[src/rtl/controle_memoria_pkg.sv]
// Shared types and constants for the load/store memory controller.
// The tipo encoding matches the access size field driven by the CPU.
package controle_memoria_pkg;

    typedef enum logic [2:0] {
        OCIOSO   = 3'd0,
        ESCREVER = 3'd1,
        LER1     = 3'd2,
        LER2     = 3'd3,
        FIM      = 3'd4
    } estadoT;

    localparam logic [1:0] TIPO_PALAVRA = 2'b00;
    localparam logic [1:0] TIPO_BYTE    = 2'b01;
    localparam logic [1:0] TIPO_MEIA    = 2'b10;

    // Word is any encoding other than byte/halfword, so 2'b11 falls into the default.
    function automatic logic acessoDesalinhado(input logic [1:0] tipo,
                                               input logic [1:0] byteOfs);
        logic res;
        case (tipo)
            TIPO_BYTE: res = 1'b0;
            TIPO_MEIA: res = byteOfs[0];
            default:   res = (byteOfs != 2'b00);
        endcase
        return res;
    endfunction

endpackage

[src/rtl/controle_memoria_extensor.sv]
// Combinational load-data extension: picks the byte, halfword or word lane
// and sign- or zero-extends it to the full data width.
module extensor_sinal
    import controle_memoria_pkg::*;
#(
    parameter int DATA_WIDTH = 32
) (
    input  logic [DATA_WIDTH-1:0] dado,
    input  logic [1:0]            tipo,
    input  logic                  sinal,
    output logic [DATA_WIDTH-1:0] resultado
);

    always_comb begin
        resultado = dado;
        case (tipo)
            TIPO_BYTE: resultado = {{(DATA_WIDTH-8){sinal & dado[7]}}, dado[7:0]};
            TIPO_MEIA: resultado = {{(DATA_WIDTH-16){sinal & dado[15]}}, dado[15:0]};
            default:   resultado = dado;
        endcase
    end

endmodule

[src/rtl/controle_memoria.sv]
// CPU-side load/store controller driving a simple synchronous data memory.
// Define CONTROLE_MEMORIA_ALINHAMENTO_EN to reject misaligned halfword/word accesses.
module controle_memoria
    import controle_memoria_pkg::*;
#(
    parameter int DATA_WIDTH = 32,
    parameter int ADDR_WIDTH = 4
) (
    input  logic                  clock,
    input  logic                  reset_n,
    input  logic                  req,
    input  logic                  we,
    input  logic [1:0]            tipo,
    input  logic                  sinal,
    input  logic [ADDR_WIDTH+1:0] endereco,
    input  logic [DATA_WIDTH-1:0] wdata,
    input  logic [DATA_WIDTH-1:0] mem_saida,
    output logic                  ocupado,
    output logic                  pronto,
    output logic                  erro,
    output logic [DATA_WIDTH-1:0] rdata,
    output logic [ADDR_WIDTH+1:0] mem_addr,
    output logic [DATA_WIDTH-1:0] mem_data,
    output logic [1:0]            mem_DataType,
    output logic                  mem_EscMen,
    output logic                  mem_ReadMen
);

    estadoT                estadoAtual, proximoEstado;
    logic                  aceite;
    logic                  desalinhado;
    logic [ADDR_WIDTH+1:0] addrQ;
    logic [DATA_WIDTH-1:0] dataQ;
    logic [DATA_WIDTH-1:0] rdataQ;
    logic [DATA_WIDTH-1:0] extendido;
    logic [1:0]            tipoQ;
    logic                  sinalQ;

    assign aceite = (estadoAtual == OCIOSO) && req;

`ifdef CONTROLE_MEMORIA_ALINHAMENTO_EN
    logic erroQ;

    assign desalinhado = acessoDesalinhado(tipo, endereco[1:0]);

    always_ff @(posedge clock or negedge reset_n) begin
        if (!reset_n) begin
            erroQ <= 1'b0;
        end else if (aceite) begin
            erroQ <= desalinhado;
        end
    end

    assign erro = pronto & erroQ;
`else
    assign desalinhado = 1'b0;
    assign erro        = 1'b0;
`endif

    always_ff @(posedge clock or negedge reset_n) begin
        if (!reset_n) begin
            estadoAtual <= OCIOSO;
        end else begin
            estadoAtual <= proximoEstado;
        end
    end

    always_comb begin
        proximoEstado = estadoAtual;
        case (estadoAtual)
            OCIOSO: begin
                if (req) begin
                    // A rejected access still reports through FIM so the CPU sees pronto/erro.
                    if (desalinhado) begin
                        proximoEstado = FIM;
                    end else if (we) begin
                        proximoEstado = ESCREVER;
                    end else begin
                        proximoEstado = LER1;
                    end
                end
            end
            ESCREVER: proximoEstado = FIM;
            LER1:     proximoEstado = LER2;
            LER2:     proximoEstado = FIM;
            FIM:      proximoEstado = OCIOSO;
            default:  proximoEstado = OCIOSO;
        endcase
    end

    always_ff @(posedge clock or negedge reset_n) begin
        if (!reset_n) begin
            addrQ  <= '0;
            dataQ  <= '0;
            tipoQ  <= TIPO_PALAVRA;
            sinalQ <= 1'b0;
        end else if (aceite) begin
            addrQ  <= endereco;
            dataQ  <= wdata;
            tipoQ  <= tipo;
            sinalQ <= sinal;
        end
    end

    extensor_sinal #(
        .DATA_WIDTH(DATA_WIDTH)
    ) uExtensor (
        .dado      (mem_saida),
        .tipo      (tipoQ),
        .sinal     (sinalQ),
        .resultado (extendido)
    );

    // Memory data is valid during LER2; rdata holds until the next completed load.
    always_ff @(posedge clock or negedge reset_n) begin
        if (!reset_n) begin
            rdataQ <= '0;
        end else if (estadoAtual == LER2) begin
            rdataQ <= extendido;
        end
    end

    always_comb begin
        ocupado     = (estadoAtual != OCIOSO);
        pronto      = (estadoAtual == FIM);
        mem_EscMen  = (estadoAtual == ESCREVER);
        mem_ReadMen = (estadoAtual == LER1) || (estadoAtual == LER2);
    end

    assign rdata        = rdataQ;
    assign mem_addr     = addrQ;
    assign mem_data     = dataQ;
    assign mem_DataType = tipoQ;

endmodule

[config.mk]
export PLATFORM = sky130hd
export DESIGN_NAME = controle_memoria
export DESIGN_NICKNAME = d
export VERILOG_FILES = /design/src/rtl/controle_memoria_pkg.sv /design/src/rtl/controle_memoria_extensor.sv /design/src/rtl/controle_memoria.sv
export SDC_FILE = /design/constraint.sdc
export NUM_CORES = 1
export LEC_CHECK = 0
export ABC_CLOCK_PERIOD_IN_PS = 1860
export CAP_MARGIN = 20
export CORE_UTILIZATION = 40
export CTS_CLUSTER_SIZE = 30
export DETAILED_ROUTE_END_ITERATION = 8
export GPL_TIMING_DRIVEN = 0
export PLACE_DENSITY = 0.8
export SYNTH_ARGS = -nofsm -noshare
export SYNTH_HDL_FRONTEND = slang
export SYNTH_SLANG_ARGS = --single-unit
[constraint.sdc]
create_clock -name clock -period 1.86 [get_ports clock]
set_input_delay 0.279 -clock clock [delete_from_list [all_inputs] [get_ports clock]]
set_output_delay 0.279 -clock clock [all_outputs]
set_load 0.005 [all_outputs]
# Yosys cells after proc, flatten, opt, wreduce, memory -nomap -nowiden
# Index checks and enable logic that the tools add are counted.
# totals
register_bits,76
latchBits,0
mem_bits_rw,0
mem_bits_ro,0
inputBits,77
output_inout_bits,77
wordCells,24
memories,0
# classes
addsub,0
n_mul,0
div_mod_pow,0
order_cmp,0
eq_ne,7
shifts,0
n_mux,4
n_bitwise,2
n_reduce_logical,5
# ops
cell,n
$pmux 32 s2,1
$pmux 3 s3,1
$eq 3x2->1 const B,2
$eq 3x1->1 const B,1
$eq 3x3->1 const B,1
$logic_not 3->1,1
$mux 3,1
$reduce_bool 3->1,1
$and 1x1->1,2
$eq 2x1->1 const B,1
$eq 2x2->1 const B,1
$mux 2,1
$ne 2x2->1 const B,1
$reduce_or 2->1,1
$logic_and 1x1->1,1
$logic_or 1x1->1,1

# Depth between registers and ports, before layout
# Gate-level depths: netlist of the first run.
# depth
word_depth,3
depth_mapped,7

# By module
# A second synthesis of the first run with hierarchy kept.
# hier_totals
cells_unflattened,234
hier_area_um2,3289.4
# by_module_without_submodules
mod,n_inst,cells_per_inst,area_each_um2,seq_area_each_um2
controle_memoria,1,172,2909.0,1901.8
extensor_sinal,1,62,380.4,0.0

# Worst setup path before layout of the first run
# Ideal clock, no wire load.
# synth_path
path_kind,register to register
from,"register tipoQ[0], in the netlist mem_DataType[0]"
to,"register rdataQ[21], in the netlist rdata[21]"
setup_time_ns,0.141
arrival_time_ns,1.525
slack_ns,0.194
stages_incl_launch_ff,7
n_path_buf,2
path_cell_list,dfrtp_1 > inv_1 > ha_1 > clkbuf_1 > nand3b_1 > clkbuf_1 > a31oi_1
# synth_between
elab_chain_cells,2
word_cells_on_any_way,3
# synth_rtl
element,line,rtl
"start, declared",controle_memoria.sv:36,logic [1:0] tipoQ;
"start signal, assigned",controle_memoria.sv:100,tipoQ <= tipo;
$eq 2x2->1 or $eq 2x1->1 (tied branches),controle_memoria_extensor.sv:16,case (tipo)
$pmux 32 s2 (*),controle_memoria_extensor.sv:16,
"end signal, assigned",controle_memoria.sv:119,rdataQ <= extendido;
"end, declared",controle_memoria.sv:34,logic [DATA_WIDTH-1:0] rdataQ;
# Mark *: on every way between the ends. The rest lies on a longest branch, timed or not.
# A chain may end at the register's enable or synchronous reset.

# Worst setup path in the final report of the first run
# layout_path
from,register estadoAtual[1]
to,output mem_ReadMen
# layout_between
elab_chain_cells,2
word_cells_on_any_way,3
# layout_rtl
element,line,rtl
"start, declared",controle_memoria.sv:29,"estadoT estadoAtual, proximoEstado;"
"start signal, assigned",controle_memoria.sv:64,estadoAtual <= proximoEstado;
$eq 3x2->1,controle_memoria.sv:127,mem_ReadMen = (estadoAtual == LER1) || (estadoAtual == LER2);
$logic_or 1x1->1 (*),controle_memoria.sv:127,
"end, declared",controle_memoria.sv:26,output logic mem_ReadMen
# Marks and branches as above.

==> impl_metrics.prom, run 1 <==
# TYPE chip_impl_metric gauge
chip_impl_metric{name="timing.critical_path.required",unit="ns"} 1.58
chip_impl_metric{name="groute.usage.overall",unit=""} 0.192
chip_impl_metric{name="finalNonFillerCells",unit=""} 512
chip_impl_metric{name="power_per_cell_area",unit="nW/um^2"} 1640
chip_impl_metric{name="finalWirelength",unit="mm"} 7.49
chip_impl_info{name="mostFrequentLayoutCell",value="sky130_fd_sc_hd__clkdlybuf4s50_1"} 1
chip_impl_metric{name="stdcell_area",unit="um^2"} 5010
chip_impl_metric{name="ir_drop",unit="V"} 0.000789
chip_impl_metric{name="globalplace.congestion",unit=""} 0.752
chip_impl_metric{name="maxClockFrequency",unit="MHz"} 559
chip_impl_metric{name="antenna_violating_nets_post_route",unit=""} 0
chip_impl_metric{name="layout-area-overhead-vs-synth",unit="%"} 64.9
chip_impl_metric{name="clkSinkCount",unit=""} 76
chip_impl_metric{name="design.core.area",unit="um^2"} 7290
chip_impl_info{name="crit_path_start_kind",value="register"} 1
chip_impl_metric{name="regToRegSetupSlack",unit="ns"} 0.12
chip_impl_metric{name="met2WireLength",unit="mm"} 3.90
chip_impl_info{name="worst_setup_path_end_kind",value="output port"} 1
chip_impl_metric{name="worstPathMaxFanout",unit=""} 4
chip_impl_metric{name="place.port_buffers",unit=""} 152
chip_impl_info{name="run_status",value="completed"} 1
chip_impl_info{name="clock_tree.root_cell",value="sky130_fd_sc_hd__clkbuf_8"} 1
chip_impl_metric{name="drv_slew",unit=""} 0
chip_impl_metric{name="grt_pass1_wl",unit="mm"} 11.3
chip_impl_info{name="worstPathCellList",value="buf_4 -> and2b_1 -> clkdlybuf4s50_1"} 1
chip_impl_metric{name="r2r_cells",unit=""} 6
chip_impl_metric{name="finClkSkew",unit="ns"} 0.0114
chip_impl_metric{name="post_synth_instance_area",unit="um^2"} 3040
chip_impl_metric{name="dp_slack",unit="ns"} -0.182
chip_impl_metric{name="synth_fp_nets",unit=""} 315
chip_impl_metric{name="worst_path_bufs_invs",unit=""} 2
chip_impl_metric{name="routed-wl-met3",unit="um"} 585
chip_impl_metric{name="critPathArrivalTime",unit="ns"} 1.51
chip_impl_metric{name="area.sequential",unit="um^2"} 1910
chip_impl_metric{name="final.fill_count",unit=""} 585
chip_impl_info{name="most-common-layout-cells",value="sky130_fd_sc_hd__clkdlybuf4s50_1 (148), sky130_fd_sc_hd__dfrtp_1 (73), sky130_fd_sc_hd__mux2_2 (44)"} 1
chip_impl_metric{name="insertedDiodeCount",unit=""} 0
chip_impl_metric{name="cp_slowest_stage_delay",unit="ns"} 0.45
chip_impl_metric{name="grt_max_degree",unit=""} 45
chip_impl_metric{name="finish.net_count",unit=""} 487
chip_impl_metric{name="synthCells",unit=""} 236
chip_impl_metric{name="grt_overflow",unit=""} 0
chip_impl_metric{name="post_dr_vias_cell",unit=""} 4.84
chip_impl_info{name="r2r_end",value="rdata[9]"} 1
chip_impl_metric{name="fp-row-count",unit=""} 31
chip_impl_metric{name="initial_core_util",unit=""} 0.417
chip_impl_info{name="cp_top_delay_family",value="buffers and inverters"} 1
chip_impl_metric{name="synth_sequential_area_ratio",unit=""} 0.626
chip_impl_info{name="r2r_start",value="mem_DataType[0]"} 1
chip_impl_metric{name="numPlacedInstances",unit=""} 488
chip_impl_info{name="crit_path_top_delay_cell",value="sky130_fd_sc_hd__clkdlybuf4s50_1"} 1
chip_impl_info{name="holdCritPathClass",value="in -> async"} 1
chip_impl_metric{name="synth.ff_latch_count",unit=""} 76
chip_impl_metric{name="clock_pin_slew_worst_setup_and_hold_paths",unit="ns"} 0.08
chip_impl_metric{name="die_area",unit="um^2"} 7950
chip_impl_metric{name="setup_slack",unit="ns"} 0.0719
chip_impl_metric{name="place_hpwl",unit="mm"} 5.53
chip_impl_metric{name="grt_antenna_before_repair",unit=""} 0
chip_impl_metric{name="numCtsBuffers",unit=""} 9
chip_impl_metric{name="routedLengthMet1",unit="mm"} 2.89
chip_impl_metric{name="placed_cell_area",unit="um^2"} 4700
chip_impl_info{name="criticalPathCategory",value="reg -> out"} 1
chip_impl_metric{name="finalHoldViolations",unit=""} 0
chip_impl_metric{name="clk_latency",unit="ns"} 0.35
chip_impl_info{name="dr.max_layer_used",value="met4"} 1
chip_impl_metric{name="final.min_clock_period",unit="ns"} 1.79
chip_impl_info{name="rsz0062_at_grt",value="false"} 1
chip_impl_metric{name="drt-initial-drc-count",unit=""} 57
chip_impl_metric{name="die_x",unit="um"} 89.2
chip_impl_info{name="cts_tree",value="done"} 1
chip_impl_metric{name="h-tree-depth",unit=""} 3
chip_impl_metric{name="min_period_over_period",unit=""} 0.961
chip_impl_metric{name="grt_pass1_vias",unit=""} 2445
chip_impl_metric{name="finalSetupViolations",unit=""} 0
chip_impl_metric{name="syn_area_per_cell",unit="um^2"} 12.9
chip_impl_metric{name="yosysWarnings",unit=""} 0
chip_impl_metric{name="multi_input_area",unit="um^2"} 1030
chip_impl_metric{name="synth_cell_types",unit=""} 27
chip_impl_metric{name="maximum_buffer_depth_of_the_clock_tree",unit=""} 2
chip_impl_metric{name="post-route-drc-count",unit=""} 0
chip_impl_metric{name="vias",unit=""} 2480
chip_impl_metric{name="post_drt_wl_per_cell",unit="um"} 14.6
chip_impl_metric{name="io_pins",unit=""} 154
chip_impl_metric{name="max-cap-violations",unit=""} 0
chip_impl_metric{name="power_leakage",unit="nW"} 2.11
chip_impl_metric{name="proportion_of_layout_cells_with_a_drive_suffix_above_1",unit=""} 0.213
chip_impl_metric{name="dr.pass1.iters",unit=""} 4
chip_impl_metric{name="chipHeight",unit="um"} 89.2
## state kept, by name (all words and copies together), names as in the netlist
name          flops
mem_data         32
estadoAtual       3
sinalQ            1
rdata            32
mem_DataType      2
mem_addr          6
## final cells by class
class                      count  area share
inverter                       3     0.00225
clock inverter                 3      0.0135
buffer                        14      0.0190
timing repair buffer         163       0.322
multi-input combinational    141       0.205
sequential                    76       0.380
clock buffer                  13      0.0337
tap                           99      0.0247
## power breakdown
part,switching (mW),internal (mW),leakage (nW)
clock network,0.608,0.867,0.116
logic,1.34,2.47,1.13
registers,0.431,2.48,0.874
## synthesized netlist by cell type
cell | count | area share
sky130_fd_sc_hd__o21ai_0 | 2 | 0.0033
sky130_fd_sc_hd__inv_1 | 3 | 0.0037
sky130_fd_sc_hd__ha_1 | 2 | 0.0082
sky130_fd_sc_hd__or2_2 | 1 | 0.0021
sky130_fd_sc_hd__buf_1 | 2 | 0.0025
sky130_fd_sc_hd__buf_6 | 4 | 0.015
sky130_fd_sc_hd__and4b_1 | 1 | 0.0033
sky130_fd_sc_hd__buf_2 | 6 | 0.0099
sky130_fd_sc_hd__conb_1 | 1 | 0.0012
sky130_fd_sc_hd__mux2_1 | 3 | 0.011
sky130_fd_sc_hd__clkbuf_1 | 3 | 0.0037
sky130_fd_sc_hd__and2b_1 | 2 | 0.0049
sky130_fd_sc_hd__a22o_1 | 1 | 0.0029
sky130_fd_sc_hd__mux2_2 | 44 | 0.16
sky130_fd_sc_hd__nor2b_1 | 1 | 0.0021
sky130_fd_sc_hd__a21oi_1 | 18 | 0.030
sky130_fd_sc_hd__nor3b_1 | 1 | 0.0025
sky130_fd_sc_hd__nand3b_1 | 1 | 0.0025
sky130_fd_sc_hd__and3b_1 | 1 | 0.0029
sky130_fd_sc_hd__nor3_1 | 2 | 0.0033
sky130_fd_sc_hd__dfrtp_1 | 76 | 0.63
sky130_fd_sc_hd__buf_4 | 1 | 0.0025
sky130_fd_sc_hd__or3_1 | 1 | 0.0021
sky130_fd_sc_hd__nor2_1 | 24 | 0.030
sky130_fd_sc_hd__a31oi_1 | 16 | 0.033
sky130_fd_sc_hd__nor4b_4 | 1 | 0.0078
sky130_fd_sc_hd__nand2_1 | 18 | 0.022
## worst max path at each step
stage,start,end,slack [ns],cells past startpoint
floorplan,mem_DataType[0],rdata[21],0.19,6
global placement,reset_n,mem_data[29],-2.09,1
detailed placement,req,mem_addr[4],-0.18,4
CTS,estadoAtual[2],mem_addr[4],-0.01,4
global route,mem_DataType[0],rdata[13],0.02,6
finish,estadoAtual[1],mem_ReadMen,0.07,3
## metrics by stage
| step | power [mW] | utilization | hold slack, ns | setup TNS [ns] |
|---|---|---|---|---|
| 2_1_floorplan | 4.50 | - | -0.0166 | 0 |
| 3_3_place_gp | 6.55 | 0.643 | 0.467 | -165.31 |
| 3_5_place_dp | 6.70 | 0.645 | 0.261 | -7.57 |
| 4_1_cts | 8.26 | 0.686 | 0.420 | -0.0220 |
| 5_1_grt | 8.72 | 0.688 | 0.483 | 0 |
| 6_report | 8.20 | 0.688 | 0.415 | 0 |
## worst register-to-register path, delay by kind of cell, from the launching register on
family / cells / cell delay, ns
flops: 1 / 0.40
buf+inv: 2 / 0.29
compound gates: 2 / 0.28
simple gates: 1 / 0.31
fa+ha+maj: 1 / 0.33
## cells by family (layout without fill, tap and decap cells)
family,Yosys count,after routing,share of synthesized area
AO/OA/AOI/OAI,37,37,0.0687
adder cells (fa/ha/maj),2,2,0.00823
buffers and inverters,19,196,0.0370
flip-flops,76,76,0.626
multiplexers,47,47,0.174
other,1,1,0.00123
AND/OR/NAND/NOR,54,54,0.0852
## per-layer routing
metal  vias to the layer above  global-route usage
met4                         0              0.0823
met2                        94               0.335
met3                        10              0.0646
met5                         -                   0
met1                      1214               0.214
li1                       1162                   -
## repair_timing
action	in CTS	in global routing
hold buffers	1	0
buffers inserted	7	2
resized for setup	7	1
endpoints found under the setup margin	20	53
hold endpoints to repair	32	0
pin swaps	0	1
Power figures use the tool's default switching activity.
==> run 2, diff against run 1 <==
CORE_UTILIZATION = 41   (was 40)
CTS_BUF_LIST = sky130_fd_sc_hd__clkbuf_8   (was default)
PLACE_DENSITY = 0.82   (was 0.8)
==> run 2 against run 1 <==
Die area down 2.4%. Hold slack improved by 0.0062 ns. Worst setup slack improved by 0.053 ns. Power down 4.2%. Clock-buffer cell count unchanged.
==> impl_metrics.prom, run 2 (synthesized netlist as in run 1, its figures left out) <==
# TYPE chip_impl_metric gauge
chip_impl_metric{name="placed_cell_area",unit="um^2"} 4710
chip_impl_metric{name="dr.pass1.iters",unit=""} 6
chip_impl_metric{name="finalWirelength",unit="mm"} 7.30
chip_impl_metric{name="place_hpwl",unit="mm"} 5.41
chip_impl_metric{name="power_leakage",unit="nW"} 2.10
chip_impl_metric{name="total_switching_power",unit="mW"} 2.32
chip_impl_metric{name="io_pins",unit=""} 154
chip_impl_metric{name="insertedDiodeCount",unit=""} 0
chip_impl_metric{name="design.core.area",unit="um^2"} 7210
chip_impl_metric{name="die_x",unit="um"} 88.1
chip_impl_metric{name="final_util",unit=""} 0.686
chip_impl_metric{name="timing.critical_path.required",unit="ns"} 1.58
chip_impl_metric{name="intPower",unit="mW"} 5.53
chip_impl_metric{name="h-tree-depth",unit=""} 3
chip_impl_info{name="capture_point_of_the_critical_path",value="mem_EscMen"} 1
chip_impl_info{name="criticalPathCategory",value="reg -> out"} 1
chip_impl_metric{name="share_comb_of_total_power",unit=""} 0.477
chip_impl_metric{name="ir_drop",unit="V"} 0.000845
chip_impl_metric{name="drt-initial-drc-count",unit=""} 75
chip_impl_metric{name="regToRegSetupSlack",unit="ns"} 0.16
chip_impl_metric{name="drv_slew",unit=""} 0
chip_impl_metric{name="grt_overflow",unit=""} 0
chip_impl_info{name="clock_tree.root_cell",value="sky130_fd_sc_hd__clkbuf_8"} 1
chip_impl_metric{name="worstPathMaxFanout",unit=""} 4
chip_impl_metric{name="die_area",unit="um^2"} 7760
chip_impl_metric{name="maximum_buffer_depth_of_the_clock_tree",unit=""} 2
chip_impl_metric{name="vias",unit=""} 2452
chip_impl_metric{name="post_drt_wl_per_cell",unit="um"} 14.4
chip_impl_info{name="most-common-layout-cells",value="sky130_fd_sc_hd__clkdlybuf4s50_1 (147), sky130_fd_sc_hd__dfrtp_1 (73), sky130_fd_sc_hd__mux2_2 (44)"} 1
chip_impl_metric{name="numCtsBuffers",unit=""} 9
chip_impl_metric{name="setup-tns-final",unit="ns"} 0
chip_impl_metric{name="power_per_cell_area",unit="nW/um^2"} 1590
chip_impl_info{name="r2r_end",value="rdata[8]"} 1
chip_impl_metric{name="finalNonFillerCells",unit=""} 508
chip_impl_info{name="crit_path_start_kind",value="register"} 1
chip_impl_metric{name="groute.usage.overall",unit=""} 0.197
chip_impl_info{name="r2r_start",value="mem_DataType[0]"} 1
chip_impl_info{name="mostFrequentLayoutCell",value="sky130_fd_sc_hd__clkdlybuf4s50_1"} 1
chip_impl_metric{name="chipHeight",unit="um"} 88.1
chip_impl_metric{name="r2r_cells",unit=""} 6
chip_impl_metric{name="grt_pass1_vias",unit=""} 2467
chip_impl_metric{name="min_period_over_period",unit=""} 0.933
chip_impl_metric{name="place.port_buffers",unit=""} 152
chip_impl_metric{name="grt_max_degree",unit=""} 47
chip_impl_metric{name="post_dr_vias_cell",unit=""} 4.83
chip_impl_metric{name="fraction_of_power_consumed_by_sequential_logic",unit=""} 0.373
chip_impl_metric{name="clk_latency",unit="ns"} 0.34
chip_impl_metric{name="numPlacedInstances",unit=""} 488
chip_impl_metric{name="fp-row-count",unit=""} 31
chip_impl_metric{name="finish.net_count",unit=""} 484
chip_impl_metric{name="max-cap-violations",unit=""} 0
chip_impl_metric{name="antenna_violating_nets_post_route",unit=""} 0
chip_impl_metric{name="final.min_clock_period",unit="ns"} 1.74
chip_impl_metric{name="grt_antenna_before_repair",unit=""} 0
chip_impl_metric{name="finalHoldViolations",unit=""} 0
chip_impl_metric{name="post-route-drc-count",unit=""} 0
chip_impl_metric{name="globalplace.congestion",unit=""} 0.721
chip_impl_metric{name="stdcell_area",unit="um^2"} 4950
chip_impl_info{name="crit_start",value="estadoAtual[0]"} 1
chip_impl_info{name="worst_setup_path_end_kind",value="output port"} 1
chip_impl_metric{name="finClkSkew",unit="ns"} 0.0107
chip_impl_metric{name="dp_slack",unit="ns"} -0.208
chip_impl_metric{name="clkSinkCount",unit=""} 76
chip_impl_metric{name="power.switching_fraction",unit=""} 0.296
chip_impl_metric{name="grt_pass1_wl",unit="mm"} 11.5
chip_impl_metric{name="setup_slack",unit="ns"} 0.124
chip_impl_metric{name="layout-area-overhead-vs-synth",unit="%"} 62.8
chip_impl_metric{name="critPathArrivalTime",unit="ns"} 1.46
chip_impl_info{name="holdCritPathClass",value="in -> async"} 1
chip_impl_metric{name="proportion_of_layout_cells_with_a_drive_suffix_above_1",unit=""} 0.203
chip_impl_metric{name="power.clock.fraction",unit=""} 0.150
chip_impl_metric{name="clock_pin_slew_worst_setup_and_hold_paths",unit="ns"} 0.08
chip_impl_metric{name="maxClockFrequency",unit="MHz"} 576
chip_impl_info{name="cts_tree",value="done"} 1
chip_impl_info{name="run_status",value="completed"} 1
chip_impl_metric{name="initial_core_util",unit=""} 0.421
chip_impl_metric{name="finalSetupViolations",unit=""} 0
chip_impl_info{name="rsz0062_at_grt",value="false"} 1
run 2: timing repair:
action                                 4_1_cts  5_1_grt
pin swaps                                    1        1
gates resized for setup                      7        2
setup endpoints to repair                   16       44
hold buffers                                 1        0
endpoints found under the hold margin       30        0
setup buffers                                3        2
run 2: routing by layer:
layer | global-route usage | wire length [um]
met1 | 0.233 | 2920
met2 | 0.326 | 3650
met3 | 0.0688 | 587
met4 | 0.0850 | 142
met5 | 0 | 0
run 2: through the flow:
| stage | power [mW] | hold WS (ns) |
|---|---|---|
| final | 7.85 | 0.421 |
| after global routing | 8.40 | 0.460 |
| after CTS | 7.93 | 0.423 |
| after detailed placement | 6.70 | 0.247 |
| after global placement | 6.54 | 0.469 |
| after floorplan | 4.50 | -0.0166 |
run 2: critical path: stages, from the launching register on:
cell and delay, ns:
sky130_fd_sc_hd__dfrtp_2 0.43, sky130_fd_sc_hd__buf_4 0.15, sky130_fd_sc_hd__and2b_1 0.16, sky130_fd_sc_hd__nor2b_1 0.12, sky130_fd_sc_hd__dlygate4sd2_1 0.27
run 2: worst min-delay path by stage:
| stage | start | end | cells after the start |
|---|---|---|---|
| 5_1_grt | reset_n | rdata[27] | 2 |
| 3_5_place_dp | reset_n | rdata[25] | 1 |
| 2_1_floorplan | reset_n | estadoAtual[0] | 0 |
| 6_report | reset_n | rdata[25] | 2 |
| 4_1_cts | reset_n | rdata[25] | 2 |
| 3_3_place_gp | mem_data[18] | mem_data[18] | 1 |
run 2: layout make-up:
class	instances	area, um^2
Tap cell	99	124
Multi-Input combinational cell	141	1030
Fill cell	574	2270
Inverter	3	11.3
Clock buffer	13	179
Timing Repair Buffer	159	1590
Buffer	15	98.8
Sequential cell	76	1910
Clock inverter	2	8.76
run 2: power groups by stage:
stage / Sequential [mW] / Combinational [mW] / Clock (mW)
2_1_floorplan: 3.00 / 1.50 / 0
3_3_place_gp: 2.92 / 3.62 / 0
3_5_place_dp: 2.98 / 3.72 / 0
4_1_cts: 2.94 / 3.78 / 1.21
5_1_grt: 3.04 / 4.08 / 1.27
6_report: 2.93 / 3.75 / 1.18
